[config.mk]
export PLATFORM = sky130hd
export DESIGN_NAME = wb_write_arbiter
export DESIGN_NICKNAME = d
export VERILOG_FILES = /design/src/rtl/wb_write_arbiter_pkg.sv /design/src/rtl/wb_scoreboard.sv /design/src/rtl/wb_write_arbiter.sv
export SDC_FILE = /design/constraint.sdc
export NUM_CORES = 1
export LEC_CHECK = 0
export CAP_MARGIN = 10
export CORE_MARGIN = 2
export CORE_UTILIZATION = 36
export CTS_CLUSTER_DIAMETER = 30
export DETAILED_ROUTE_END_ITERATION = 10
export PLACE_DENSITY = 0.78
export REMOVE_ABC_BUFFERS = 1
export SLEW_MARGIN = 20
export SYNTH_ARGS = -nofsm -noshare
export SYNTH_HDL_FRONTEND = slang
export SYNTH_SLANG_ARGS = --single-unit
[constraint.sdc]
create_clock -name clk_i -period 3 [get_ports clk_i]
set_clock_uncertainty 0.15 [all_clocks]
set_input_delay 0.6 -clock clk_i [delete_from_list [all_inputs] [get_ports clk_i]]
set_output_delay 0.6 -clock clk_i [all_outputs]
set_load 0.03 [all_outputs]
[src/rtl/wb_write_arbiter_pkg.sv]
// Shared widths, source encodings and the register-file write payload for the
// writeback arbiter and its scoreboard.
package wb_write_arbiter_pkg;

  localparam int unsigned DATA_W   = 32;
  localparam int unsigned ADDR_W   = 5;
  localparam int unsigned NUM_REGS = 32;

  localparam int unsigned RegBus     = DATA_W;
  localparam int unsigned RegNumLog2 = ADDR_W;
  localparam int unsigned RegNum     = NUM_REGS;

  localparam logic [RegBus-1:0] ZeroWord    = '0;
  localparam logic              WriteEnable = 1'b1;

  typedef enum logic [1:0] {
    SRC_NONE = 2'd0,
    SRC_WB   = 2'd1,
    SRC_DIV  = 2'd2,
    SRC_LD   = 2'd3
  } src_e;

  // Which long-latency source wins the next div/ld tie.
  typedef enum logic {
    RR_DIV = 1'b0,
    RR_LD  = 1'b1
  } rr_e;

  typedef struct packed {
    logic                  we;
    logic [RegNumLog2-1:0] addr;
    logic [RegBus-1:0]     data;
  } rf_wr_t;

  function automatic logic is_zero_reg(input logic [RegNumLog2-1:0] addr);
    return addr == '0;
  endfunction

endpackage

[src/rtl/wb_scoreboard.sv]
// Pending-destination mask for long-latency ops; ID reads it to stall operands
// whose producer has not yet written back.
module wb_scoreboard
  import wb_write_arbiter_pkg::*;
(
  input  logic                  clk_i,
  input  logic                  rst_ni,
  input  logic                  set_i,
  input  logic [RegNumLog2-1:0] set_addr_i,
  input  logic                  clr_i,
  input  logic [RegNumLog2-1:0] clr_addr_i,
  input  logic [RegNumLog2-1:0] chk_addr1_i,
  input  logic [RegNumLog2-1:0] chk_addr2_i,
  output logic                  busy1_o,
  output logic                  busy2_o,
  output logic [RegNum-1:0]     pending_o
);

  logic [RegNum-1:0] pending_q;
  logic [RegNum-1:0] pending_d;

  // Set is applied after clear: a newly issued op owns the register.
  always_comb begin
    pending_d = pending_q;
    if (clr_i) begin
      pending_d[clr_addr_i] = 1'b0;
    end
    if (set_i) begin
      pending_d[set_addr_i] = 1'b1;
    end
    pending_d[0] = 1'b0;
  end

  always_ff @(posedge clk_i or negedge rst_ni) begin
    if (!rst_ni) begin
      pending_q <= '0;
    end else begin
      pending_q <= pending_d;
    end
  end

  assign busy1_o   = pending_q[chk_addr1_i];
  assign busy2_o   = pending_q[chk_addr2_i];
  assign pending_o = pending_q;

endmodule

[src/rtl/wb_write_arbiter.sv]
// Merges pipeline writeback, divider and load-miss results onto the single
// register-file write port, and tracks pending long-latency destinations.
module wb_write_arbiter
  import wb_write_arbiter_pkg::*;
(
  input  logic                clk_i,
  input  logic                rst_ni,
  input  logic                wb_we_i,
  input  logic [ADDR_W-1:0]   wb_waddr_i,
  input  logic [DATA_W-1:0]   wb_wdata_i,
  input  logic                iss_valid_i,
  input  logic [ADDR_W-1:0]   iss_waddr_i,
  input  logic                div_valid_i,
  output logic                div_ready_o,
  input  logic [ADDR_W-1:0]   div_waddr_i,
  input  logic [DATA_W-1:0]   div_wdata_i,
  input  logic                ld_valid_i,
  output logic                ld_ready_o,
  input  logic [ADDR_W-1:0]   ld_waddr_i,
  input  logic [DATA_W-1:0]   ld_wdata_i,
  input  logic [ADDR_W-1:0]   chk_addr1_i,
  input  logic [ADDR_W-1:0]   chk_addr2_i,
  output logic                busy1_o,
  output logic                busy2_o,
  output logic                rf_we_o,
  output logic [ADDR_W-1:0]   rf_waddr_o,
  output logic [DATA_W-1:0]   rf_wdata_o,
  output logic [NUM_REGS-1:0] pending_o
);

  rr_e              rr_q;
  rr_e              rr_d;
  src_e             src_c;
  logic [ADDR_W-1:0] sel_addr_c;
  logic [DATA_W-1:0] sel_data_c;
  logic             lat_grant_c;
  rf_wr_t           wr_q;
  rf_wr_t           wr_d;

  // Round-robin pointer register.
  always_ff @(posedge clk_i or negedge rst_ni) begin
    if (!rst_ni) begin
      rr_q <= RR_DIV;
    end else begin
      rr_q <= rr_d;
    end
  end

  // Pointer moves to the other long-latency source after each div/ld grant.
  always_comb begin
    rr_d = rr_q;
    case (src_c)
      SRC_DIV: rr_d = RR_LD;
      SRC_LD:  rr_d = RR_DIV;
      default: rr_d = rr_q;
    endcase
  end

  // Grant: pipeline has absolute priority; div/ld ties resolved by pointer.
  always_comb begin
    src_c       = SRC_NONE;
    div_ready_o = 1'b0;
    ld_ready_o  = 1'b0;
    if (rst_ni) begin
      if (wb_we_i) begin
        src_c = SRC_WB;
      end else if (div_valid_i && ld_valid_i) begin
        src_c = (rr_q == RR_DIV) ? SRC_DIV : SRC_LD;
      end else if (div_valid_i) begin
        src_c = SRC_DIV;
      end else if (ld_valid_i) begin
        src_c = SRC_LD;
      end
    end
    div_ready_o = (src_c == SRC_DIV);
    ld_ready_o  = (src_c == SRC_LD);
  end

  always_comb begin
    sel_addr_c = '0;
    sel_data_c = ZeroWord;
    case (src_c)
      SRC_WB: begin
        sel_addr_c = wb_waddr_i;
        sel_data_c = wb_wdata_i;
      end
      SRC_DIV: begin
        sel_addr_c = div_waddr_i;
        sel_data_c = div_wdata_i;
      end
      SRC_LD: begin
        sel_addr_c = ld_waddr_i;
        sel_data_c = ld_wdata_i;
      end
      default: begin
        sel_addr_c = '0;
        sel_data_c = ZeroWord;
      end
    endcase
  end

  assign lat_grant_c = (src_c == SRC_DIV) || (src_c == SRC_LD);

  // Writes to r0 are consumed silently; address/data hold when nothing writes.
  always_comb begin
    wr_d.we   = 1'b0;
    wr_d.addr = wr_q.addr;
    wr_d.data = wr_q.data;
    if ((src_c != SRC_NONE) && !is_zero_reg(sel_addr_c)) begin
      wr_d.we   = WriteEnable;
      wr_d.addr = sel_addr_c;
      wr_d.data = sel_data_c;
    end
  end

  always_ff @(posedge clk_i or negedge rst_ni) begin
    if (!rst_ni) begin
      wr_q <= '0;
    end else begin
      wr_q <= wr_d;
    end
  end

  assign rf_we_o    = wr_q.we;
  assign rf_waddr_o = wr_q.addr;
  assign rf_wdata_o = wr_q.data;

  wb_scoreboard u_scoreboard (
    .clk_i       (clk_i),
    .rst_ni      (rst_ni),
    .set_i       (iss_valid_i),
    .set_addr_i  (iss_waddr_i),
    .clr_i       (lat_grant_c),
    .clr_addr_i  (sel_addr_c),
    .chk_addr1_i (chk_addr1_i),
    .chk_addr2_i (chk_addr2_i),
    .busy1_o     (busy1_o),
    .busy2_o     (busy2_o),
    .pending_o   (pending_o)
  );

  // A pipeline write over a still-pending destination means ID let a WAW slip.
  waw_hazard_a: assert property (@(posedge clk_i) disable iff (!rst_ni)
    !(wb_we_i && pending_o[wb_waddr_i]))
    else $error("wb_write_arbiter: pipeline write to pending register %0d", wb_waddr_i);

endmodule

# After elaboration in Yosys (flattened, before gate mapping)
# Cells that the tools add are included.
totals:
  input_bits: 132
  ff_bits: 70
  output_inout_bits: 74
  wordCells: 46
classes:
  n_mux: 20
  magnitude_cmp: 6
  bitwise_logic: 3
  n_reduce_logical: 9
  eq_ne: 3
ops:
  columns: ["cell", "n"]
  rows:
  - ["one-hot mux 32 bit (3 select lines)", 1]
  - ["two-way mux 32 bit", 2]
  - ["two-way mux 38 bit", 1]
  - ["AND 32 bit", 1]
  - ["inverter 32 bit", 1]
  - ["bitwise OR 32 bit", 1]
  - ["< comparator 5 x 6 -> 1 bit (second input constant)", 4]
  - ["one-hot mux 5 bit (3 select lines)", 1]
  - ["binary-select mux 1 bit (select 5 bit)", 2]
  - ["demux 1 bit (select 5 bit)", 2]
  - ["greater-or-equal comparator 5 x 1 -> 1 bit (second input constant)", 2]
  - ["two-way mux 2 bit", 5]
  - ["logical NOT 5 bit", 1]
  - ["two-way mux 1 bit", 5]
  - ["== test 2 bit (second input constant)", 2]
  - ["logical AND 1 bit", 4]
  - ["nonzero test 2 bit", 2]
  - ["== test 2 x 1 -> 1 bit (second input constant)", 1]
  - ["one-hot mux 1 bit (2 select lines)", 1]
  - ["logical NOT 1 bit", 1]
  - ["logical OR 1 bit", 1]

# Logic depth before layout (Yosys ltp)
logic_depth:
  ltp_word: 16
  ltp_mapped: 9
  depth_no_buf: 7

# Modules after synthesis
# From an unflattened synthesis, not the netlist that was laid out.
unflattened:
  cells_unflattened: 375
  area_unflattened_um2: 3938.8
by_module_without_submodules:
  columns: ["module", "cells_each", "n_inst", "area_each_um2", "seq_area_each_um2"]
  rows:
  - ["wb_write_arbiter", 180, 1, 2083.2, 975.9]
  - ["wb_scoreboard", 195, 1, 1855.5, 775.7]

# Least setup slack after synthesis
# Ideal clock, no wire load.
synth_timing:
  kind: "input port to output port"
  start: "input port chk_addr1_i[0]"
  end: "output port busy1_o"
  arrival_ns: 2.369
  path_buffers: 1
  slack_ns: -0.119
  path_stages: 4
  required_ns: 2.250
  path_cell_list: "clkbuf_1 -> mux4_2 -> mux4_2 -> mux2_2"
synth_between:
  elab_chain_len: 2
synth_lines:
  columns: ["element", "line", "text"]
  rows:
  - ["start: declaration", "wb_write_arbiter.sv:21", "input logic [ADDR_W-1:0] chk_addr1_i,"]
  - ["binary-select mux 1 bit (select 5 bit)", "wb_scoreboard.sv:42", "assign busy1_o = pending_q[chk_addr1_i];"]
  - ["two-way mux 1 bit (not written as such)", "wb_scoreboard.sv:42", null]
  - ["end: declaration", "wb_write_arbiter.sv:23", "output logic busy1_o,"]
# No other way between the ends. The select of a mux whose other input is x is not followed.

# Final worst setup path
layout_timing:
  start: "input port chk_addr1_i[1]"
  end: "output port busy1_o"
# The elaborated chain is that of the path after synthesis.

==> results.yml <==
cells_and_area:
  design_area_um2: 6588
  antenna_cells: 0
  nets: 718
  drive_gt1_share_pct: 18.10
  fill_cells: 864
  synthToLayoutAreaGrowth_pct: 70.11
  instances_no_fill: 727
  final_core_util_pct: 63.53
min_path:
  hp-class: "in -> async"
synth:
  yosys.area_share.simple_pct: 11.63
  synth_cells: 351
  synth-edff-count: 0
  synth.mux.area_fraction_pct: 11.57
  synth-adder-area-share_pct: 0
  async_reset_ff_share_pct: 100.0
  yosysUniqueCellTypes: 47
  synth_compound_area_share_pct: 26.43
  synth-main-ff-cell: "dfrtp_1"
  synth_top_area_share_pct: 45.23
  synth-seq-area-share_pct: 45.23
  synth_top_family_by_area: "compound AO/OA/AOI/OAI gates"
  synth_area_leader_cell: "dfrtp_1"
  syn_area_um2: 3872
  ys_warn_count: 0
  synthXorXnorAreaFrac_pct: 0
  ys_ff_latch: 70
  synth.area.top_cells: "dfrtp_1, mux4_2, a222oi_1, a21oi_1, nor3_1"
  avgSynthCellArea_um2: 11.03
power_and_ir_drop:
  swShare_pct: 37.43
  power.leakage_nw: 2.615
  seqPwrFrac_pct: 34.2
  p_clk_share_pct: 20.2
  combPwrFrac_pct: 45.5
  powerDensity_nw_per_um2: 591.9
  p_switching_mw: 1.459
  ir_worst_vdd_mv: 0.4019
  power.total_mw: 3.899
  p_int_mw: 2.440
detailed_routing:
  vias: 4432
  met1_length_mm: 5.324
  first_pass_iters: 8
  wire_per_inst_um: 21.61
  ant_nets: 0
  via_per_inst: 6.096
  topRoutingLayerUsed: "met4"
  drt-total-wl_mm: 15.71
  drc: 0
  drt_iter0_drc: 407
  wl_met3_mm: 1.757
  met2_length_mm: 8.044
place:
  dp_hpwl_mm: 12.03
  globalplace.congestion: 0.9600
  port_buffers: 204
  dp.cells: 708
  post_dp_cell_area_um2: 6315
  pre_cts_slack_ns: -0.8359
die:
  pin_count: 206
  rows: 37
  start_util_pct: 37.34
  core_area_um2: 10370
  die_area_um2: 11600
  die_w_um: 107.7
  fp.dieH_um: 107.7
sta:
  setup_viol: 0
  final-max-slew-violation-count: 0
  fin_ws_ns: 0.04070
  hold_ws_ns: 0.1432
  tightestPinTransition_ns: 0.5984
  relSlewSlack_pct: 60.05
  setup_tns_ns: 0
  post-route-period-util_pct: 98.64
  fmax_ghz: 0.3379
  rsz0062_at_grt: "false"
  hold_viol_final: 0
  period_minus_slack_ns: 2.959
global_route:
  grt_max_degree: 39
  track_usage_pct: 27.19
  grt_pass1_vias: 4595
  grt_first_pass_wirelength_mm: 24.27
  antenna_found_initial: 0
  overflow: 0
cts:
  cts.sinks: 70
  root_buffer: "clkbuf_8"
  cts_tree: "yes"
  htree_levels: 3
  clockBufferDepth: 2
  post_cts_buffers: 0
  cts-buffers-inserted: 9
  clk_pin_slew_ns: 0.08
  clk_latency_ns: 0.34
job:
  drv_cap: 0
setup_path:
  critPathArrivalTime_ns: 2.21
  path_class: "in -> out"
  required_ns: 2.25
  crit_path_start_kind: "primary input"
  cp-end-kind: "primary output"
  critical_path.max_fanout: 5
run_status:
  status: "complete, no violations"
[critical path, stage by stage]
cell and delay [ns]:
dlygate4sd2_1 0.27, buf_6 0.14, mux4_2 0.29, mux4_2 0.48, mux2_4 0.29, buf_6 0.14
[area by class of cell]
type                    instances  area, um2  share of cell area (%)
clock buffers                  13      158.9                   2.412
clock inverters                 3      42.54                  0.6458
inverters                       5      18.77                  0.2849
multi-input cells             243       1934                   29.36
flip-flops and latches         70       1752                   26.59
well taps                     136      170.2                   2.583
repair buffers                257       2511                   38.12
[power by group through the flow]
stage	combinational [mW]	clock [mW]	sequential [mW]
2_1_floorplan	0.444	0	1.69
3_3_place_gp	1.72	0	1.33
3_5_place_dp	1.75	0	1.34
4_1_cts	1.78	0.799	1.33
5_1_grt	1.88	0.838	1.35
6_report	1.78	0.789	1.33
[registers in the layout, indices dropped and copies added (netlist names)]
register	count
rf_wdata_o	32
rf_waddr_o	5
rf_we_o	1
rr_q	1
u_scoreboard.pending_o	31
[cell usage in the layout, fill, tap and decap left out, types with 3 or more instances in the layout]
cell type	Yosys	routed
inv_1	4	4
buf_6	5	7
and3_1	5	4
o41ai_1	8	8
a21o_1	3	3
o2bb2ai_1	3	3
a222oi_1	32	32
nand2_1	12	12
o21ai_1	5	5
clkbuf_8	0	11
a21oi_1	36	36
a221o_1	3	3
nand3_1	7	7
clkdlybuf4s50_1	0	195
o221ai_1	4	4
nand3b_1	6	6
o31ai_1	8	8
a221oi_2	3	3
nor3_1	33	33
o21ai_0	30	30
dfrtp_1	70	70
or3b_2	3	3
buf_4	3	49
mux4_2	18	18
[per-layer routing]
metal  up-vias  GRT usage, %
met5         -             0
met4         0         12.73
met3        49         8.354
met2       323         47.17
met1      2146         30.33
li1       1914             -
[cells in the mapped netlist, types with 2 or more instances]
| master | instances |
|---|---|
| nand3b_1 | 6 |
| nand2_1 | 12 |
| a21o_1 | 3 |
| a221oi_2 | 3 |
| o21ai_1 | 5 |
| o41ai_1 | 8 |
| a221o_1 | 3 |
| dfrtp_1 | 70 |
| mux2i_1 | 2 |
| inv_1 | 4 |
| o2bb2ai_1 | 3 |
| buf_1 | 2 |
| a222oi_1 | 32 |
| nand3_1 | 7 |
| and3_1 | 5 |
| mux4_2 | 18 |
| buf_2 | 3 |
| o31ai_1 | 8 |
| nor3_1 | 33 |
| mux2_2 | 2 |
| nand4_1 | 2 |
| o21ai_0 | 30 |
| or3b_2 | 3 |
| o221ai_1 | 4 |
| clkbuf_1 | 20 |
| a21oi_1 | 36 |
| buf_4 | 3 |
| buf_6 | 5 |
[cell families after synthesis]
logic type / after synthesis
DFF: 70
and+or+nand+nor: 80
other: 1
muxes: 22
buffers and inverters: 38
AOI/OAI and AO/OA: 140
[final timing paths]
check,slack [ns],startpoint,endpoint,depth (start not counted)
max in group asynchronous,1.70,rst_ni,rf_wdata_o[24],3
setup / recovery,0.04,chk_addr1_i[1],busy1_o,6
setup reg to reg,0.53,rr_q,rf_wdata_o[10],8
hold / removal,0.14,rst_ni,rf_wdata_o[22],2
min in group clk_i,0.34,rf_waddr_o[3],rf_waddr_o[3],1
hold reg to reg,0.34,rf_waddr_o[3],rf_waddr_o[3],1
[repair_timing]
action                     in CTS  in global routing
setup endpoints to repair       2                  2
resized for setup              34                  1
gates cloned                    4                  0
hold buffers                    0                  0
No activity file was read; power rests on OpenSTA's default activity.
